## src/rtl/reset_seq_pkg.sv

```systemverilog
// Shared clocking definitions: reset-sequencer state encoding, counter sizing helper,
// and the registered output bundle.
package reset_seq_pkg;

   localparam int RELOCK_W = 8;

   localparam logic [2:0] ST_WAIT_LOCK = 3'd0;
   localparam logic [2:0] ST_FILTER    = 3'd1;
   localparam logic [2:0] ST_HOLD      = 3'd2;
   localparam logic [2:0] ST_STAGGER   = 3'd3;
   localparam logic [2:0] ST_RUN       = 3'd4;

   typedef struct packed {
      logic rst_mem;
      logic rst_core;
      logic ready;
   } rst_out_t;

   function automatic int max3(input int a, input int b, input int c);
      int m;
      m = (a > b) ? a : b;
      return (m > c) ? m : c;
   endfunction

endpackage

```

## src/rtl/reset_seq_if.sv

```systemverilog
// PLL lock input and staged reset outputs of the reset sequencer.
interface reset_seq_if;
   import reset_seq_pkg::*;

   logic                pll_reset;
   logic                rst_mem;
   logic                rst_core;
   logic                ready;
   logic [RELOCK_W-1:0] relock_count;

   modport master (output pll_reset, input rst_mem, rst_core, ready, relock_count);
   modport slave  (input pll_reset, output rst_mem, rst_core, ready, relock_count);
endinterface

```

## src/rtl/reset_seq_bit_sync.sv

```systemverilog
// Single-bit multi-flop synchronizer with a configurable synchronous reset value.
module bit_sync #(
   parameter int   STAGES  = 2,
   parameter logic RST_VAL = 1'b0
) (
   input  logic clk_i,
   input  logic rst_i,
   input  logic d_i,
   output logic q_o
);

   logic [STAGES-1:0] sync_q;

   always_ff @(posedge clk_i) begin
      if (rst_i) sync_q <= {STAGES{RST_VAL}};
      else       sync_q <= {sync_q[STAGES-2:0], d_i};
   end

   assign q_o = sync_q[STAGES-1];

endmodule

```

## src/rtl/reset_seq.sv

```systemverilog
// Reset sequencer: qualifies PLL lock, then releases rst_mem followed by rst_core,
// and falls back to full reset on any lock loss.
module reset_seq
   import reset_seq_pkg::*;
#(
   parameter int SYNC_STAGES    = 2,
   parameter int LOCK_CYCLES    = 1024,
   parameter int HOLD_CYCLES    = 16,
   parameter int STAGGER_CYCLES = 8
) (
   input  logic        clock,
   input  logic        reset,
   reset_seq_if.slave  bus
);

   localparam int CNT_W    = $clog2(max3(LOCK_CYCLES, HOLD_CYCLES, STAGGER_CYCLES)) + 1;
   localparam int STG_LAST = (STAGGER_CYCLES > 0) ? STAGGER_CYCLES - 1 : 0;

   localparam logic [CNT_W-1:0] LOCK_LAST = CNT_W'(LOCK_CYCLES - 1);
   localparam logic [CNT_W-1:0] HOLD_LAST = CNT_W'(HOLD_CYCLES - 1);
   localparam logic [CNT_W-1:0] STAG_LAST = CNT_W'(STG_LAST);

   logic                s;
   logic [2:0]          state_q, state_d;
   logic [CNT_W-1:0]    cnt_q, cnt_d;
   logic [RELOCK_W-1:0] relock_q, relock_d;
   rst_out_t            out_q, out_d;

   // Flops reset to 1 so the FSM sees "unlocked" until the PLL state is actually sampled.
   bit_sync #(
      .STAGES  (SYNC_STAGES),
      .RST_VAL (1'b1)
   ) u_sync (
      .clk_i (clock),
      .rst_i (reset),
      .d_i   (bus.pll_reset),
      .q_o   (s)
   );

   always_comb begin
      state_d  = state_q;
      cnt_d    = cnt_q;
      relock_d = relock_q;
      case (state_q)
         ST_WAIT_LOCK: begin
            if (!s) begin
               state_d = ST_FILTER;
               cnt_d   = '0;
            end
         end
         ST_FILTER: begin
            if (cnt_q == LOCK_LAST) begin
               state_d = ST_HOLD;
               cnt_d   = '0;
            end else begin
               cnt_d = cnt_q + CNT_W'(1);
            end
         end
         ST_HOLD: begin
            if (cnt_q == HOLD_LAST) begin
               state_d = (STAGGER_CYCLES == 0) ? ST_RUN : ST_STAGGER;
               cnt_d   = '0;
            end else begin
               cnt_d = cnt_q + CNT_W'(1);
            end
         end
         ST_STAGGER: begin
            if (cnt_q == STAG_LAST) begin
               state_d = ST_RUN;
               cnt_d   = '0;
            end else begin
               cnt_d = cnt_q + CNT_W'(1);
            end
         end
         ST_RUN: ;
         default: begin
            state_d = ST_WAIT_LOCK;
            cnt_d   = '0;
         end
      endcase

      // Lock loss overrides any expiry decided above.
      if (s && state_q != ST_WAIT_LOCK) begin
         state_d = ST_WAIT_LOCK;
         cnt_d   = '0;
         if (state_q == ST_RUN && relock_q != '1)
            relock_d = relock_q + RELOCK_W'(1);
      end
   end

   always_comb begin
      out_d          = '0;
      out_d.rst_mem  = !(state_d == ST_STAGGER || state_d == ST_RUN);
      out_d.rst_core = (state_d != ST_RUN);
      out_d.ready    = (state_d == ST_RUN);
   end

   always_ff @(posedge clock) begin
      if (reset) begin
         state_q  <= ST_WAIT_LOCK;
         cnt_q    <= '0;
         relock_q <= '0;
         out_q    <= '{rst_mem: 1'b1, rst_core: 1'b1, ready: 1'b0};
      end else begin
         state_q  <= state_d;
         cnt_q    <= cnt_d;
         relock_q <= relock_d;
         out_q    <= out_d;
      end
   end

   assign bus.rst_mem      = out_q.rst_mem;
   assign bus.rst_core     = out_q.rst_core;
   assign bus.ready        = out_q.ready;
   assign bus.relock_count = relock_q;

endmodule
```

## src/flat_wrapper.sv

```systemverilog
// flat-port wrapper written by rule: the top's interface ports become plain ports
module reset_seq_flat import reset_seq_pkg::*;
#(
   parameter int SYNC_STAGES    = 2,
   parameter int LOCK_CYCLES    = 1024,
   parameter int HOLD_CYCLES    = 16,
   parameter int STAGGER_CYCLES = 8
)
  (clock, reset, bus_pll_reset, bus_rst_mem, bus_rst_core, bus_ready, bus_relock_count);
  reset_seq_if bus_i ();
  input  logic clock;
  input  logic reset;
  input wire logic [$bits(bus_i.pll_reset)-1:0] bus_pll_reset;
  output wire logic [$bits(bus_i.rst_mem)-1:0] bus_rst_mem;
  output wire logic [$bits(bus_i.rst_core)-1:0] bus_rst_core;
  output wire logic [$bits(bus_i.ready)-1:0] bus_ready;
  output wire logic [$bits(bus_i.relock_count)-1:0] bus_relock_count;
  assign bus_i.pll_reset = bus_pll_reset;
  assign bus_rst_mem = bus_i.rst_mem;
  assign bus_rst_core = bus_i.rst_core;
  assign bus_ready = bus_i.ready;
  assign bus_relock_count = bus_i.relock_count;
  reset_seq #(.SYNC_STAGES(SYNC_STAGES), .LOCK_CYCLES(LOCK_CYCLES), .HOLD_CYCLES(HOLD_CYCLES), .STAGGER_CYCLES(STAGGER_CYCLES)) u_core (.clock(clock), .reset(reset), .bus(bus_i));
endmodule
```

## config.mk

```make
export PLATFORM = sky130hd
export DESIGN_NAME = reset_seq_flat
export DESIGN_NICKNAME = d
export VERILOG_FILES = /design/src/rtl/reset_seq_pkg.sv /design/src/rtl/reset_seq_if.sv /design/src/rtl/reset_seq_bit_sync.sv /design/src/rtl/reset_seq.sv /design/src/flat_wrapper.sv
export SDC_FILE = /design/constraint.sdc
export NUM_CORES = 1
export LEC_CHECK = 0
export ABC_AREA = 0
export BUFFER_PORTS_ARGS = -buffer_cell sky130_fd_sc_hd__buf_4
export CORE_ASPECT_RATIO = 1.25
export CORE_MARGIN = 3
export CORE_UTILIZATION = 61
export DETAILED_ROUTE_END_ITERATION = 10
export GPL_TIMING_DRIVEN = 0
export PLACE_DENSITY = 0.87
export SYNTH_ARGS = -nofsm -noshare
export SYNTH_HDL_FRONTEND = slang
export SYNTH_SLANG_ARGS = --single-unit
```

## constraint.sdc

```tcl
create_clock -name clock -period 3.6 [get_ports clock]
set_clock_uncertainty 0.05 [all_clocks]
set_input_delay 0 -clock clock [delete_from_list [all_inputs] [get_ports clock]]
set_output_delay 0 -clock clock [all_outputs]
set_load 0.01 [all_outputs]
```

==> summary.md <==
| Metric | Value |
|---|---|
| Period utilisation layout | 0.541 |
| Vias in the first global route | 1,170 |
| IO Port Bufs | 13 |
| WS Path Type | reg -> reg |
| Num Clock Sinks | 27 |
| CP max FO | 10 |
| Postcts setup bufs | 0 |
| Outcome | complete, no violations |
| Peak VDD IR | 0.000240 V |
| Final hold violations | 0 |
| Cell area after synthesis | 1400 um^2 |
| Largest stage delay, worst path | 390 ps |
| Vias | 1,196 |
| Vias per cell | 5.67 |
| Seq. cell area | 541 um^2 |
| Slew @ Worst Pin | 440 ps |
| Clk root buf | clkbuf_4 |
| GR Overflow Total | 0 |
| Most frequent cells after synthesis | dfxtp_1 (27), nor2_1 (18), nand2_1 (15) |
| Remaining DRCs | 0 |
| PnR worst setup slack | 1650 ps |
| Required time of the critical path | 3780 ps |
| Share of post-route cells with drive strength above 1 | 0.193 |
| Yosys reg bits | 27 |
| # rows | 18 |
| Layout area overhead | 13.7% |
| Clk_lat worst skew | 320 ps |
| Routed wire per std cell | 13.2 um |
| Clock period minus worst slack | 1950 ps |
| Die area | 2910 um^2 |
| Ranking of synthesized cells by area | dfxtp_1 (39%), nor2_1 (4.8%), xor2_1 (4.4%) |
| Power per standard cell area | 292 nW/um^2 |
| Post-DP HPWL | 2060 um |
| IO Pins | 14 |
| Setup WS pre-CTS | 1700 ps |
| Cell Area, Placed | 1540 um^2 |
| Syn Inst Count | 161 |
| Leak Pwr | 0.638 nW |
| Hold/Removal Path Class | reg -> reg |
| Crit path arrival time | 2120 ps |
| Antenna Cells | 0 |
| Initial Utilization | 0.676 |
| Nets@finish | 187 |
| Hold Slack | 390 ps |
| Fin. max-slew vios | 0 |
| Core area | 2070 um^2 |
| Post-layout instance area | 1590 um^2 |
| Max Cap Violations | 0 |
| Syn Area/Cell | 8.70 um^2 |
| GRT Total Usage | 0.211 |
| Initial detailed-routing violation count | 28 |
| Register clock-pin slew on the reported worst setup and hold paths | 130 ps |
| Highest clock rate | 513 MHz |
| Dominant synthesized flop cell | dfxtp_1 |
| Die width | 48.9 um |
| Ys async rst share | 0 |
| First-pass detailed-route iteration total | 4 |
| Fin Setup TNS | 0 ps |
| Crit-path slowest cell | dfxtp_1 |
| Total Routed Length | 2780 um |
| CTS tree | built |
| Clk buf depth | 2 |
| Final Util | 0.769 |
| Initial antenna violation count | 0 |
| Post-synth top area cell | dfxtp_1 |
| Seq/Total Area, Yosys | 0.386 |
| Family with the most delay on the worst path | compound AO/OA/AOI/OAI gates |
| Fillers | 153 |
| RSZ-0062 raised after global routing | no |
| Critical-path cell list | ha_1 -> nor4b_2 -> a41o_1 -> nand2_2 -> buf_6 -> a31oi_1 -> o21ai_1 |
| Antenna Nets Post-Route | 0 |
| Number of enable flip-flop cells after synthesis | 0 |
| Largest net degree at the start of global routing | 15 |
| TritonCTS buffer count | 3 |
| Synth Warn # | 0 |
| Crit end category | flop |
| Final setup viols | 0 |
| Area taken by multi-input logic gates | 776 um^2 |
| First-pass GRT wire length | 4860 um |
| Yosys top cell area share | 0.386 |
| GP Congestion | 0.854 |
| Syn Nets | 166 |
| Count leader, synth | dfxtp_1 |
| WP buf/inv | 1 |
| Startpoint Class | flop |
| Synth cell types | 46 |
| Die span in y | 59.6 um |
| H-Tree Level Count | 1 |
| Relative slew slack | 0.703 |
metal layers:
| metal | share of wire | track usage | vias to the layer above |
|---|---|---|---|
| met3 | 0.019 | 0.0277 | 7 |
| met4 | 0.023 | 0.134 | 0 |
| met2 | 0.51 | 0.386 | 19 |
| met1 | 0.44 | 0.232 | 558 |
| met5 | 0 | 0 | - |
| li1 | - | - | 612 |
layout make-up:
cell class / count / share of cell area
Buffer: 8 / 0.0416
Sequential cell: 27 / 0.339
Clock buffer: 4 / 0.0165
Multi-Input combinational cell: 121 / 0.487
Timing Repair Buffer: 16 / 0.0801
Tap cell: 30 / 0.0236
Inverter: 5 / 0.0118
worst paths after layout:
path                                start                      end  slack, ps  depth (start not counted)
setup / recovery          u_core.cnt_q[0]         u_core.cnt_q[10]       1650                          7
hold / removal    u_core.u_sync.sync_q[0]  u_core.u_sync.sync_q[1]        390                          1
setup reg to reg          u_core.cnt_q[0]         u_core.cnt_q[10]       1650                          7
hold reg to reg   u_core.u_sync.sync_q[0]  u_core.u_sync.sync_q[1]        390                          1
cell families (layout without fill, tap and decap cells):
family / after synthesis / in the layout / share of synthesized area
compound gates: 31 / 31 / 0.153
xor+xnor: 10 / 10 / 0.0625
buf+inv: 13 / 33 / 0.0607
mux: 3 / 3 / 0.0214
fa+ha+maj: 3 / 3 / 0.0250
simple gates: 74 / 74 / 0.292
flops: 27 / 27 / 0.386
where the power goes:
group          switching, mW  internal [mW]  total, mW
logic                 0.0200         0.0149     0.0349
registers            0.00194          0.301      0.303
clock network         0.0840         0.0434      0.127
what timing repair did:
item                                   CTS  global route
setup endpoints to repair                0             0
endpoints found under the hold margin    3             0
hold buffers                             3             0
gates resized for setup                  0             0
placed cells by master (no fill, tap or decap), types with 3 or more instances in the layout:
master	count
a211oi_1	3
a21oi_1	7
a31oi_1	5
and3_1	3
buf_4	14
buf_6	4
clkbuf_4	3
dfxtp_1	27
dlygate4sd3_1	3
inv_1	5
mux2i_1	3
nand2_1	15
nand3_1	12
nand4_1	3
nor2_1	18
nor3_1	3
o21ai_0	4
o21ai_1	3
xnor2_1	3
xor2_1	7
sequential cells by signal (all words and copies together) (netlist names):
name / count
u_core.cnt_q: 11
u_core.bus.relock_count: 8
u_core.state_q: 3
u_core.u_sync.sync_q: 2
u_core.bus.ready: 1
u_core.bus.rst_core: 1
u_core.bus.rst_mem: 1
through the flow:
stage / cells / total power [mW]
6_report: 211 / 0.465
5_1_grt: 211 / 0.482
4_1_cts: 211 / 0.470
3_5_place_dp: 204 / 0.342
3_3_place_gp: 204 / 0.340
2_1_floorplan: 161 / 0.333
Power figures use the tool's default switching activity.
